### src/rtl/metropolis_acceptor.sv
// metropolis_acceptor: Metropolis accept/reject decision for a proposed assignment.
// A worsening move is accepted with probability about 2^-min(8, delta*beta/16).
module metropolis_acceptor #(
    parameter int COST_WIDTH = 8,
    parameter int LFSR_WIDTH = 16
) (
    input  logic                  in_clk,
    input  logic                  in_reset,
    input  logic                  in_start,
    input  logic [COST_WIDTH-1:0] in_current_cost,
    input  logic [COST_WIDTH-1:0] in_proposed_cost,
    input  logic [COST_WIDTH-1:0] in_temperature,
    input  logic                  in_seed_load,
    input  logic [LFSR_WIDTH-1:0] in_seed,
    output logic                  out_accept,
    output logic                  out_done,
    output logic                  out_busy
);
    typedef enum logic [2:0] {IDLE, EVAL, SHIFT, DRAW, DONE} state_t;
    localparam logic [LFSR_WIDTH-1:0] MASK = LFSR_WIDTH'(16'hB400);
    localparam logic [LFSR_WIDTH-1:0] LFSR_INIT = LFSR_WIDTH'(16'hACE1);
    state_t state, state_nx;
    logic [COST_WIDTH-1:0] cur, prop, temp;
    logic [2*COST_WIDTH-1:0] product, scaled;
    logic [3:0] count;
    logic [7:0] threshold;
    logic [LFSR_WIDTH-1:0] lfsr, lfsr_step;
    assign product = {{COST_WIDTH{1'b0}}, prop - cur} * {{COST_WIDTH{1'b0}}, temp};
    assign scaled = product >> 4;
    assign lfsr_step = {1'b0, lfsr[LFSR_WIDTH-1:1]} ^ (lfsr[0] ? MASK : '0);
    assign out_done = state == DONE;
    assign out_busy = state != IDLE;
    always_comb begin
        state_nx = state;
        case (state)
            IDLE:    state_nx = in_start ? EVAL : IDLE;
            EVAL:    state_nx = prop <= cur ? DONE : SHIFT;
            SHIFT:   state_nx = count == 4'd0 ? DRAW : SHIFT;
            DRAW:    state_nx = DONE;
            default: state_nx = IDLE;
        endcase
    end
    always_ff @(posedge in_clk) begin
        if (in_reset)
            state <= IDLE;
        else
            state <= state_nx;
    end
    always_ff @(posedge in_clk) begin
        if (in_reset) begin
            cur        <= '0;
            prop       <= '0;
            temp       <= '0;
            count      <= '0;
            threshold  <= '0;
            out_accept <= 1'b0;
            lfsr       <= LFSR_INIT;
        end else begin
            lfsr <= in_seed_load ? (in_seed == '0 ? LFSR_WIDTH'(1) : in_seed) : lfsr_step;
            if (state == IDLE && in_start) begin
                cur  <= in_current_cost;
                prop <= in_proposed_cost;
                temp <= in_temperature;
            end
            if (state == EVAL) begin
                if (prop <= cur) begin
                    out_accept <= 1'b1;
                end else begin
                    count     <= scaled > 8 ? 4'd8 : scaled[3:0];
                    threshold <= 8'hFF;
                end
            end
            if (state == SHIFT && count != 4'd0) begin
                threshold <= threshold >> 1;
                count     <= count - 4'd1;
            end
            if (state == DRAW)
                out_accept <= lfsr[7:0] < threshold;
        end
    end
endmodule

### config.mk
export PLATFORM = sky130hd
export DESIGN_NAME = metropolis_acceptor
export DESIGN_NICKNAME = d
export VERILOG_FILES = /design/src/rtl/metropolis_acceptor.sv
export SDC_FILE = /design/constraint.sdc
export NUM_CORES = 1
export LEC_CHECK = 0
export CORE_MARGIN = 2
export CORE_UTILIZATION = 55
export DETAILED_ROUTE_END_ITERATION = 6
export GPL_ROUTABILITY_DRIVEN = 0
export MAX_ROUTING_LAYER = met4
export PLACE_DENSITY = 0.84
export RECOVER_POWER = 50
export SYNTH_ARGS = -nofsm -noshare
export SYNTH_HDL_FRONTEND = slang
export SYNTH_SLANG_ARGS = --single-unit
### constraint.sdc
create_clock -name in_clk -period 15.1 [get_ports in_clk]
set_input_delay 3.02 -clock in_clk [delete_from_list [all_inputs] [get_ports in_clk]]
set_output_delay 3.02 -clock in_clk [all_outputs]
set_load 0.005 [all_outputs]
==> run metrics <==
#FFs+latches synth=56; final setup margin=8.98 ns; Avg Cell Area, Syn=8.33 µm²; min-delay src=cur[5]; WP data required=15.36 ns; final setup fails=0; final wirelength=10.2 mm; DR vias/cell=5.66; synth warn=0; Max Buffers Root-to-Sink=2; Die H=97.4 µm; GRT Total Usage=22.8%; antenna violations before repair=0; post-DP HPWL=8.19 mm; Crit Path Max Fanout=8; Final Hold Fails=0; min Tclk post-route=6.12 ns; Critical Path Source Type=register; Post-Syn Area=4800 µm²; Crit. Startpoint=cur[1]; commonest non-fill, non-tap cells in the layout=nand2_1 (77), inv_1 (72), dfxtp_1 (56); Logic pwr share=54.6%; most common cell after layout, fill and taps aside=nand2_1; worst reg2reg path endpoint=count[0]; register area share after synthesis=23.4%; H-Tree Depth=2; initial detailed-routing violation count=210; unrepaired setup endpoints after global routing=false; hold path cells=2; Switching Share=43.5%; synth-to-layout area growth=12.9%; Sw Pwr=0.000249 W; Fin Hold WS=0.463 ns; CP Capture Type=register; Rel. slew slack=-39.8%; area share of the largest cell type after synthesis=23.4%; reg2reg path depth=23; max-cap viol count=1; die area=9490 µm²; Clk network pwr share=14.6%; Post-Place Worst Slack=9.02 ns; antenna-violating nets left=0; layout cell share with drive strength beyond 1=1.79%; Seq pwr share=30.8%; max-slew violations=50; pin count of the biggest net entering global routing=50; hold crit path type=reg2reg; Rows=34; crit path to=count[0]; DRC violations left=0; global-route wire length before repair=17.7 mm; Leak=2.48 nW; routed len/inst=14.1 µm; Setup TNS=0 ns; Post-Synthesis Cells=576; synthesized net count=706; Skew-Pair Late Insertion Delay=0.32 ns; initial core utilization=55.9%; Pint=0.000324 W; IO Port Bufs=46; async set-or-reset flop fraction in the synthesized netlist=0%; CTS sink count=56; number of synthesized flops with an enable pin=0; power density cells=106 nW/µm²; critical path class=reg2reg; clock buffers created by TritonCTS=5; DP Area=5340 µm²; DR pass1 iterations=5; Yosys top cell by area=dfxtp_1; FF-to-FF Start=cur[1]; critical path arrival=6.39 ns; total grt overflow=0; failing checks=capacitance limit, slew limit; vias in the first global route=3968; status=finished, violations left; DR vias=4079; reg2reg setup slack=8.98 ns; Clock Skew=0.0141 ns; crit share post-route=40.6%; Worst-path clk slew=0.10 ns; root buffer cell=clkbuf_8; hold_buf cts=0; Yosys cell types=51; slew at the pin with the worst max-slew slack=2.10 ns; IO Pins=47; post-cts sizing count=0; fmax=163 MHz; worst vdd ir=0.0515 mV; design area=5420 µm²; Chip Width=97.4 µm; Area contributors post-synth=dfxtp_1 (23%), fa_1 (15%), ha_1 (13%); TritonCTS clock tree=done; Main synth FF type=dfxtp_1; Antenna diodes=0; # nets final=743; setup bufs post-CTS=0; Core Area=8590 µm²
-- worst max-delay path, cell delays in order, from the launching register on --
cell and delay [ns]:
dfxtp_1 0.39, inv_1 0.06, ha_1 0.29, nor2b_1 0.13, o21ai_0 0.20, a21boi_0 0.15
o21ai_0 0.31, nor2b_1 0.23, xnor2_1 0.28, and2_1 0.22, fa_1 0.44, fa_1 0.47
fa_1 0.55, inv_1 0.05, fa_1 0.52, inv_1 0.04, ha_1 0.37, a21oi_1 0.19
nor3b_1 0.26, a21oi_1 0.14, nand4_1 0.13, nand3_1 0.08, o21ai_0 0.35, a32o_1 0.23
-- sequential cells by signal (all words and copies together) (netlist names) --
register and count:
state 3, threshold 8, cur 8, lfsr 16
count 4, temp 8, prop 8, out_accept 1
-- power groups by stage --
| stage | sequential [W] | clock (W) | combinational, W |
|---|---|---|---|
| final | 0.000177 | 0.0000835 | 0.000313 |
| after global routing | 0.000179 | 0.0000889 | 0.000358 |
| after CTS | 0.000176 | 0.0000843 | 0.000313 |
| after detailed placement | 0.000180 | 0 | 0.000309 |
| after global placement | 0.000179 | 0 | 0.000296 |
| after floorplan | 0.000174 | 0 | 0.000234 |
-- stage by stage --
step	instances	util, %	power (W)
floorplan	576	-	0.000409
global placement	714	62.1	0.000475
detailed placement	714	62.1	0.000488
CTS	721	63.1	0.000574
global route	721	63.1	0.000626
finish	721	63.1	0.000573
-- kinds of logic after synthesis --
kind of cell | share of synthesized area [%]
flops | 23.4
mux | 3.13
fa+ha+maj | 28.2
xor+xnor | 2.74
simple gates | 22.1
compound gates | 13.5
buf+inv | 6.96
-- worst min path at each step --
stage                           to  slack (ns)
after detailed placement  lfsr[11]        0.44
after global placement    lfsr[11]        0.43
after floorplan           lfsr[11]        0.42
final                       cur[5]        0.46
after global routing       prop[7]        0.48
after CTS                   cur[5]        0.46
-- cell usage after synthesis (all sizes together) (2+ instances only) --
| master | number |
|---|---|
| nand2 | 77 |
| inv | 72 |
| dfxtp | 56 |
| ha | 49 |
| and2 | 41 |
| a21oi | 40 |
| fa | 37 |
| nor2 | 36 |
| o21ai | 19 |
| nor3 | 18 |
| clkbuf | 16 |
| mux2i | 15 |
| and2b | 11 |
| xor2 | 10 |
| a211oi | 8 |
| nand2b | 5 |
| nand3 | 5 |
| nor2b | 5 |
| nor4 | 5 |
| xnor2 | 5 |
| and3 | 4 |
| o21a | 4 |
| nand4 | 3 |
| a21boi | 2 |
| a21o | 2 |
| a311oi | 2 |
| a31o | 2 |
| a31oi | 2 |
| a41oi | 2 |
| nor3b | 2 |
| o31ai | 2 |
| or3 | 2 |
-- per-layer routing --
| metal | vias to the layer above | track usage (%) | part of all wire (%) |
|---|---|---|---|
| li1 | 1984 | - | - |
| met1 | 1952 | 29.9 | 45 |
| met2 | 118 | 36.7 | 48 |
| met3 | 25 | 3.24 | 4.7 |
| met4 | 0 | 7.26 | 2.3 |
| met5 | - | - | 0 |
-- layout make-up --
cell class / count / area [µm²]
clock buffers: 5 / 68.8
clock inverters: 2 / 16.3
fillers: 716 / 3170
inverters: 72 / 270
multi-input cells: 431 / 3340
flip-flops and latches: 56 / 1120
well taps: 108 / 135
repair buffers: 47 / 464
No activity file was read; power rests on OpenSTA's default activity.
